[src/rtl/corelet_ctrl.sv]
// corelet_ctrl: sequencer for one corelet tile pass.
//   Loads col weight words xmem -> L0 -> mac_array, streams len activation
//   vectors through L0 into the array, then drains ofifo rows into pmem.
// Ports:
//   clk, reset           clock (rising edge), asynchronous active-high reset
//   start                1-cycle pulse, accepted only in IDLE
//   acc_mode             latched at start, drives inst[33] on pmem writes
//   w_base/x_base/p_base xmem weight, xmem activation, pmem output bases
//   len                  activation vectors per pass (0 = no-op)
//   L0_full, ofifo_valid corelet status flags
//   inst                 34-bit corelet/SRAM command bus
//   busy, done           pass in progress / 1-cycle completion pulse
module corelet_ctrl #(
  parameter int row     = 8,
  parameter int col     = 8,
  parameter int addr_bw = 11,
  parameter int len_bw  = 8
) (
  input  logic               clk,
  input  logic               reset,
  input  logic               start,
  input  logic               acc_mode,
  input  logic [addr_bw-1:0] w_base,
  input  logic [addr_bw-1:0] x_base,
  input  logic [addr_bw-1:0] p_base,
  input  logic [len_bw-1:0]  len,
  input  logic               L0_full,
  input  logic               ofifo_valid,
  output logic [33:0]        inst,
  output logic               busy,
  output logic               done
);

  localparam int CW = (len_bw > $clog2(col + row)) ? len_bw + 1 : $clog2(col + row) + 1;

  typedef enum logic [2:0] {
    S_IDLE, S_W_L0, S_W_ARR, S_X_L0, S_EXEC, S_DRAIN, S_DONE
  } state_t;

  state_t             state;
  logic [CW-1:0]      rd_cnt;   // xmem reads issued
  logic [CW-1:0]      wr_cnt;   // L0 writes landed
  logic [CW-1:0]      ex_cnt;   // W_ARR cycle / execute count / drain count
  logic [CW-1:0]      wr_next;
  logic [CW-1:0]      len_q;
  logic [addr_bw-1:0] w_base_q, x_base_q, p_base_q;
  logic               acc_mode_q;

  logic               acc_q, cen_p_q, cen_x_q;
  logic [addr_bw-1:0] a_p_q, a_x_q;
  logic               ofifo_rd_q, l0_rd_q, l0_wr_q, exec_q, load_q;

  // WEN_xmem is tied high and WEN_pmem low (only gated by CEN_pmem), so the
  // idle word is 34'h1_000C_0000.
  assign inst = {acc_q, cen_p_q, 1'b0, a_p_q, cen_x_q, 1'b1, a_x_q,
                 ofifo_rd_q, 2'b00, l0_rd_q, l0_wr_q, exec_q, load_q};

  // Counts the L0 write landing on this edge as already present.
  assign wr_next = wr_cnt + CW'(l0_wr_q);

  always_ff @(posedge clk or posedge reset) begin
    if (reset) begin
      state      <= S_IDLE;
      rd_cnt     <= '0;
      wr_cnt     <= '0;
      ex_cnt     <= '0;
      len_q      <= '0;
      w_base_q   <= '0;
      x_base_q   <= '0;
      p_base_q   <= '0;
      acc_mode_q <= 1'b0;
      acc_q      <= 1'b0;
      cen_p_q    <= 1'b1;
      a_p_q      <= '0;
      cen_x_q    <= 1'b1;
      a_x_q      <= '0;
      ofifo_rd_q <= 1'b0;
      l0_rd_q    <= 1'b0;
      l0_wr_q    <= 1'b0;
      exec_q     <= 1'b0;
      load_q     <= 1'b0;
      busy       <= 1'b0;
      done       <= 1'b0;
    end else begin
      cen_x_q    <= 1'b1;
      l0_rd_q    <= 1'b0;
      load_q     <= 1'b0;
      exec_q     <= 1'b0;
      ofifo_rd_q <= 1'b0;
      cen_p_q    <= 1'b1;
      acc_q      <= 1'b0;
      done       <= 1'b0;
      l0_wr_q    <= ~cen_x_q;   // SRAM data is valid one cycle after the read
      busy       <= (state != S_IDLE);

      case (state)
        S_IDLE: begin
          a_x_q  <= '0;
          a_p_q  <= '0;
          rd_cnt <= '0;
          wr_cnt <= '0;
          ex_cnt <= '0;
          if (start) begin
            w_base_q   <= w_base;
            x_base_q   <= x_base;
            p_base_q   <= p_base;
            len_q      <= CW'(len);
            acc_mode_q <= acc_mode;
            state      <= (len != '0) ? S_W_L0 : S_DONE;
          end
        end

        S_W_L0: begin
          if (rd_cnt < CW'(col) && !L0_full) begin
            cen_x_q <= 1'b0;
            a_x_q   <= w_base_q + addr_bw'(rd_cnt);
            rd_cnt  <= rd_cnt + CW'(1);
          end
          wr_cnt <= wr_next;
          if (wr_next == CW'(col)) begin
            state  <= S_W_ARR;
            ex_cnt <= '0;
          end
        end

        S_W_ARR: begin
          if (ex_cnt < CW'(col)) begin
            l0_rd_q <= 1'b1;
            load_q  <= 1'b1;
          end
          ex_cnt <= ex_cnt + CW'(1);
          if (ex_cnt == CW'(col + row - 1)) begin
            state  <= S_X_L0;
            rd_cnt <= '0;
            wr_cnt <= '0;
            ex_cnt <= '0;
          end
        end

        // Activation reads keep running in EXEC until all len are issued.
        S_X_L0, S_EXEC: begin
          if (rd_cnt < len_q && !L0_full) begin
            cen_x_q <= 1'b0;
            a_x_q   <= x_base_q + addr_bw'(rd_cnt);
            rd_cnt  <= rd_cnt + CW'(1);
          end
          wr_cnt <= wr_next;
          if (state == S_X_L0) begin
            if (wr_next != '0) state <= S_EXEC;
          end else begin
            if (ex_cnt < len_q && wr_next > ex_cnt) begin
              l0_rd_q <= 1'b1;
              exec_q  <= 1'b1;
              ex_cnt  <= ex_cnt + CW'(1);
            end
            if (ex_cnt == len_q) begin
              state  <= S_DRAIN;
              ex_cnt <= '0;
            end
          end
        end

        // A read just issued has not yet cleared ofifo_valid, so back-to-back
        // reads are suppressed to avoid popping a row twice.
        S_DRAIN: begin
          if (ofifo_valid && !ofifo_rd_q) begin
            ofifo_rd_q <= 1'b1;
            cen_p_q    <= 1'b0;
            acc_q      <= acc_mode_q;
            a_p_q      <= p_base_q + addr_bw'(ex_cnt);
            ex_cnt     <= ex_cnt + CW'(1);
            if (ex_cnt == len_q - CW'(1)) state <= S_DONE;
          end
        end

        S_DONE: begin
          a_x_q <= '0;
          a_p_q <= '0;
          done  <= 1'b1;
          state <= S_IDLE;
        end

        default: state <= S_IDLE;
      endcase
    end
  end

endmodule

[config.mk]
export PLATFORM = sky130hd
export DESIGN_NAME = corelet_ctrl
export DESIGN_NICKNAME = d
export VERILOG_FILES = /design/src/rtl/corelet_ctrl.sv
export SDC_FILE = /design/constraint.sdc
export NUM_CORES = 1
export LEC_CHECK = 0
export ABC_AREA = 0
export CAP_MARGIN = 10
export CORE_ASPECT_RATIO = 1.25
export CORE_UTILIZATION = 56
export DETAILED_ROUTE_END_ITERATION = 12
export PLACE_DENSITY = 0.88
export SLEW_MARGIN = 20
export SYNTH_ARGS = -nofsm -noshare
export SYNTH_HDL_FRONTEND = slang
export SYNTH_SLANG_ARGS = --single-unit
[constraint.sdc]
create_clock -name clk -period 4.1 [get_ports clk]
set_input_delay 0.41 -clock clk [delete_from_list [all_inputs] [get_ports clk]]
set_output_delay 0.41 -clock clk [all_outputs]
set_load 0.05 [all_outputs]
# Word level (Yosys, flattened, before mapping)
# Cells that the tools add are included.
dict set report word_totals {
  elab_cells 123
  out_inout_bits 36
  register_bits 104
  in_bits 47
}
dict set report classes {
  n_addsub 7
  reduce_logical 25
  n_eq_ne 21
  n_bitwise 1
  mux 43
  magnitude_cmp 5
}
# op count
set op_table {}
lappend op_table {{$mux W9} 9}
lappend op_table {{$pmux W9 S5} 1}
lappend op_table {{$pmux W9 S4} 1}
lappend op_table {{$add A11 B9 Y11} 3}
lappend op_table {{$mux W11} 3}
lappend op_table {{$pmux W11 S3} 1}
lappend op_table {{$mux W3} 9}
lappend op_table {{$pmux W9 S3} 1}
lappend op_table {{$pmux W11 S2} 1}
lappend op_table {{$add A9 B1 Y9 const B} 2}
lappend op_table {{$eq A9 B4 Y1 const B} 2}
lappend op_table {{$lt A9 B4 Y1 const B} 2}
lappend op_table {{$lt A9 B8 Y1} 2}
lappend op_table {{$ne A2 B2 Y1 const B} 8}
lappend op_table {{$pmux W3 S5} 1}
lappend op_table {{$mux W1} 14}
lappend op_table {{$add A9 B1 Y9} 1}
lappend op_table {{$eq A3 B3 Y1 const B} 3}
lappend op_table {{$eq A9 B8 Y1} 1}
lappend op_table {{$eq A9 B9 Y1} 1}
lappend op_table {{$gt A9 B9 Y1} 1}
lappend op_table {{$ne A3 B3 Y1 const B} 3}
lappend op_table {{$reduce_bool A3 Y1} 3}
lappend op_table {{$reduce_bool A9 Y1} 1}
lappend op_table {{19 further kinds} 28}

# Longest topological paths before layout
dict set report logic_depth {
  depth_word 7
  ltp_mapped 18
  mapped_depth_nobuf 15
}

# Worst setup path after synthesis
# Ideal clock, no wire load.
dict set report synth_timing {
  path_type {flip-flop to flip-flop}
  from {reg state[1]}
  to {reg a_x_q[10]}
  path_stages_with_launch 18
  setup_slack_ns 1.021
  setup_time_ns 0.127
  period_less_slack_ns 3.079
  n_path_buf 3
  required_ns 3.973
  arrival_ns 2.952
  cell_sequence {dfrtp_1 buf_2 nand2b_1 buf_2 o21ai_1 clkbuf_1 nand2_1 nand2_1 ha_1 inv_1 fa_1 nor2b_1 o21ai_0 a21boi_0 o21bai_1 a21oi_1 xor2_1 o21ai_0}
}
dict set report synth_via {
  elab_chain_len 4
  word_cells_on_any_way 12
  cone_classes {eq/ne (6); mux (1); reduce/logical (5)}
}
# item line_no
set synth_rtl {}
lappend synth_rtl {{from (decl)} 40} ;# state_t state;
lappend synth_rtl {{from (signal assigned)} 109} ;# state <= (len != '0) ? S_W_L0 : S_DONE;
lappend synth_rtl {{$eq A3 B2 Y1, or another cell as far along} 96} ;# case (state)
lappend synth_rtl {{$reduce_or A2 Y1, on equally long branches} n/a}
lappend synth_rtl {{$ne A2 B2 Y1 (no line) or $reduce_bool A3 Y1 (tied branches)} n/a}
lappend synth_rtl {{$reduce_and A3 Y1 (no line)} n/a}
lappend synth_rtl {{to (signal assigned)} 116} ;# a_x_q <= w_base_q + addr_bw'(rd_cnt);
lappend synth_rtl {{to (signal assigned)} 144} ;# a_x_q <= x_base_q + addr_bw'(rd_cnt);
lappend synth_rtl {{to (decl)} 50} ;# logic [addr_bw-1:0] a_p_q, a_x_q;
# Parallel ways exist; a longest one is shown, timed or not.
# A chain may end at the register's enable or synchronous reset.

# Final worst setup path
dict set report layout_timing {
  from {reg wr_cnt[0]}
  to {reg ex_cnt[7]}
}
dict set report layout_via {
  elab_chain_len 5
  word_cells_on_any_way 7
  cone_classes {add/sub (1); order compare (1); eq/ne (3); reduce/logical (2)}
}
# item line_no
set layout_rtl {}
lappend layout_rtl {{from (decl)} 42} ;# logic [CW-1:0] wr_cnt;
lappend layout_rtl {{from (signal assigned)} 119} ;# wr_cnt <= wr_next;
lappend layout_rtl {{from (signal assigned)} 147} ;# wr_cnt <= wr_next;
lappend layout_rtl {{$add A9 B1 Y9 *} 59} ;# assign wr_next = wr_cnt + CW'(l0_wr_q);
lappend layout_rtl {{$gt A9 B9 Y1} 151} ;# if (ex_cnt < len_q && wr_next > ex_cnt) begin
lappend layout_rtl {{$logic_and A1 B1 Y1} 151}
lappend layout_rtl {{$ne A3 B3 Y1 (no line)} n/a}
lappend layout_rtl {{$reduce_and A5 Y1 (no line) *} n/a}
lappend layout_rtl {{to (signal assigned)} 131} ;# ex_cnt <= ex_cnt + CW'(1);
lappend layout_rtl {{to (signal assigned)} 154} ;# ex_cnt <= ex_cnt + CW'(1);
lappend layout_rtl {{to (signal assigned)} 171} ;# ex_cnt <= ex_cnt + CW'(1);
lappend layout_rtl {{to (decl)} 43} ;# logic [CW-1:0] ex_cnt;
# Mark *: on every way between the ends. The rest lies on a longest branch, timed or not.

==> results.py <==
metrics = {
    "status": {
        "status": "finished with violations",
        "violations": "design-rule violations",
    },
    "power": {
        "p_comb_share_pct": 54.4,
        "swShare_pct": 45.7,
        "power.total_mw": 5.73,
        "p_leak_nw": 3.41,
        "power_frac_clock_pct": 15.6,
        "p_seq_share_pct": 30.0,
        "cellPowerDensity_mw_per_mm2": 761,
        "p_sw_mw": 2.62,
        "intPower_mw": 3.12,
        "vdd_drop_max_v": 0.000424,
    },
    "floorplanning": {
        "start_util_pct": 57.8,
        "pin_count": 83,
        "die_w_um": 97.9,
        "die_h_um": 122,
        "core_mm2": 0.0111,
        "row_count": 43,
        "die-area_mm2": 0.0119,
    },
    "timing": {
        "setup_viol": 0,
        "drv_slew": 0,
        "finalCritPeriodShare_pct": 87.1,
        "fin_crit_ps": 3570,
        "setup_tns_ps": 0,
        "fmax_mhz": 280,
        "hold_viol": 0,
        "grt_setup_unrepaired": "no",
        "fin_skew_ps": 6.55,
        "slew_headroom_pct": 25.7,
        "tightest_slew_ps": 1110,
    },
    "clock_tree": {
        "cts_setup_buffers": 0,
        "cts_resized": 0,
        "clockBufferDepth": 2,
        "clockRootBuffer": "clkbuf_16",
        "clk_latency_ps": 350,
        "path_clk_slew_ps": 70,
        "cts_tree": "done",
        "cts_hold_buf": 0,
        "cts_buffers": 9,
        "htree_levels": 3,
        "clkSinkCount": 104,
    },
    "synthesis": {
        "syn_inst": 668,
        "synthesis.area_mm2": 0.00644,
        "ys.warnings.count": 0,
        "postSynthAreaPerCell_um2": 9.64,
        "ys_ff_latch": 104,
        "yosysTopAreaCellShare_pct": 39.7,
        "synthArstFlopShare_pct": 100,
        "ys.flop_type": "dfrtp_1",
        "synth_edf_count": 0,
        "ys_seq_area_share_pct": 40.5,
        "synthDistinctLibCells": 71,
        "yosysTopAreaCell": "dfrtp_1",
        "synth_area_leaders": "dfrtp_1 (40%), ha_1 (9.1%), mux2_2 (5.9%)",
    },
    "global_routing": {
        "grt_pass1_wl_um": 26600,
        "overflow": 0,
        "first_global_vias": 5555,
        "grt_util_all_layers_pct": 28.2,
        "antenna_found_initial": 0,
        "grt_max_degree": 51,
    },
    "critical_path": {
        "required_ps": 4350,
        "critPathKind": "register to register",
        "critPathLaunchType": "register",
        "cp.arrival_ps": 3820,
        "crit_path_end_kind": "register",
        "cp_max_fo": 8,
    },
    "detailed_routing": {
        "via_count": 5480,
        "drtIter0Drc": 550,
        "vias_per_cell": 6.31,
        "drt_pre_antenna_iters": 9,
        "post-route-drc-count": 2,
        "wl_um": 16200,
        "ant_nets": 0,
        "wl_per_cell_um": 18.6,
    },
    "place": {
        "gp_congestion": 0.979,
        "dpl.hpwl_um": 11900,
        "portBuffers": 78,
    },
    "worst_hold_path": {
        "holdCritPathClass": "register to register",
    },
    "final_layout": {
        "fin_util_pct": 67.6,
        "antenna_cells": 0,
        "nets": 825,
        "area_growth_syn_to_layout_pct": 17.0,
        "drive_gt1_share_pct": 10.9,
    },
    "job": {
        "drv_cap": 0,
    },
}
-- cells in the final DEF, fill, tap and decap left out, types with 6 or more instances in the layout --
master	count
dfrtp_1	102
nand2_1	78
clkdlybuf4s50_1	78
o21ai_0	52
ha_1	47
mux2_2	34
inv_1	32
nor2_1	32
a21oi_1	23
nand3_1	20
nor3_1	19
xor2_1	14
o31ai_1	14
xnor2_1	14
nand2b_1	13
a31oi_1	12
a22o_1	12
a21o_1	11
nor2b_1	10
clkbuf_16	9
and3_1	7
buf_4	6
-- critical path, stage by stage (launching register included) --
cell       delay [ps]
dfrtp_1           370
ha_1              230
ha_1              350
nand2_1           130
or3_1             390
nand2_1           100
ha_1              240
nand4_1           110
nor3_1             80
a2111oi_2         340
o311ai_1          200
a31oi_1           450
nand3_4           190
o31ai_1           300
-- through the flow --
step	setup slack, ps	hold slack (ps)	instance area, um^2	cells
after floorplan	961	415	6440	670
final	528	450	7530	869
after CTS	547	456	7530	869
after global routing	235	472	7530	869
after detailed placement	586	438	7220	853
after global placement	846	449	7220	853
-- power by group through the flow --
stage / combinational [mW] / clock [mW] / sequential [mW]
floorplan: 2.09 / 0 / 1.89
global placement: 2.91 / 0 / 1.70
detailed placement: 3.04 / 0 / 1.72
CTS: 3.08 / 0.898 / 1.71
global route: 3.39 / 0.938 / 1.75
finish: 3.12 / 0.894 / 1.72
-- final cells by class --
cell class,count,area [um^2]
sequential,104,2610
inverter,34,130
multi-input combinational,496,3500
tap,135,169
clock inverter,5,62.6
fill,793,3600
timing repair buffer,84,826
clock buffer,11,243
-- Yosys cell counts (all sizes together) (2+ instances only) --
cell type	instances
dfrtp	102
nand2	78
o21ai	56
ha	47
inv	34
mux2	34
nor2	33
buf	31
a21oi	25
nand3	22
nor3	19
o31ai	15
xnor2	14
xor2	14
nand2b	13
a21o	12
a22o	12
a31oi	12
nor2b	10
and3	7
a211oi	5
clkbuf	5
nand4	5
o21bai	5
and2	4
nor4	4
a21boi	3
mux2i	3
o22ai	3
or2	3
or3	3
a211o	2
a31o	2
a41oi	2
and4	2
conb	2
dfstp	2
fa	2
nor4b	2
o2111ai	2
o21a	2
o311ai	2
-- registers in the layout, summed over array words and instances, names as in the netlist, 3 cells and up --
name	count
a_x_q	11
a_p_q	11
state	3
wr_cnt	9
x_base_q	11
rd_cnt	9
p_base_q	11
ex_cnt	9
len_q	8
w_base_q	11
-- worst paths after layout --
kind | slack [ps] | endpoint | from | depth (start not counted)
max | 530 | ex_cnt[7] | wr_cnt[0] | 13
min | 450 | l0_wr_q | cen_x_q | 1
max reg2reg | 530 | ex_cnt[7] | wr_cnt[0] | 13
min reg2reg | 450 | l0_wr_q | cen_x_q | 1
max in group asynchronous | 2710 | cen_x_q | reset | 3
min in group asynchronous | 460 | p_base_q[10] | reset | 2
-- cells by family after synthesis --
| kind of cell | after synthesis | synth area share (%) |
|---|---|---|
| AOI/OAI and AO/OA | 169 | 17.6 |
| xor gates and xnor gates | 28 | 3.81 |
| adders and majority gates | 49 | 9.76 |
| buffers and inverters | 70 | 5.40 |
| DFF | 104 | 40.5 |
| muxes | 37 | 6.41 |
| other | 2 | 0.117 |
| and+or+nand+nor | 209 | 16.4 |
-- routing by layer --
layer,global-route usage (%),part of all wire [%],vias up
li1,-,-,2488
met1,34.7,40,2656
met5,0,0,-
met3,4.82,7.2,59
met4,13.5,3.6,0
met2,48.2,49,277
No activity file was read; power rests on OpenSTA's default activity.
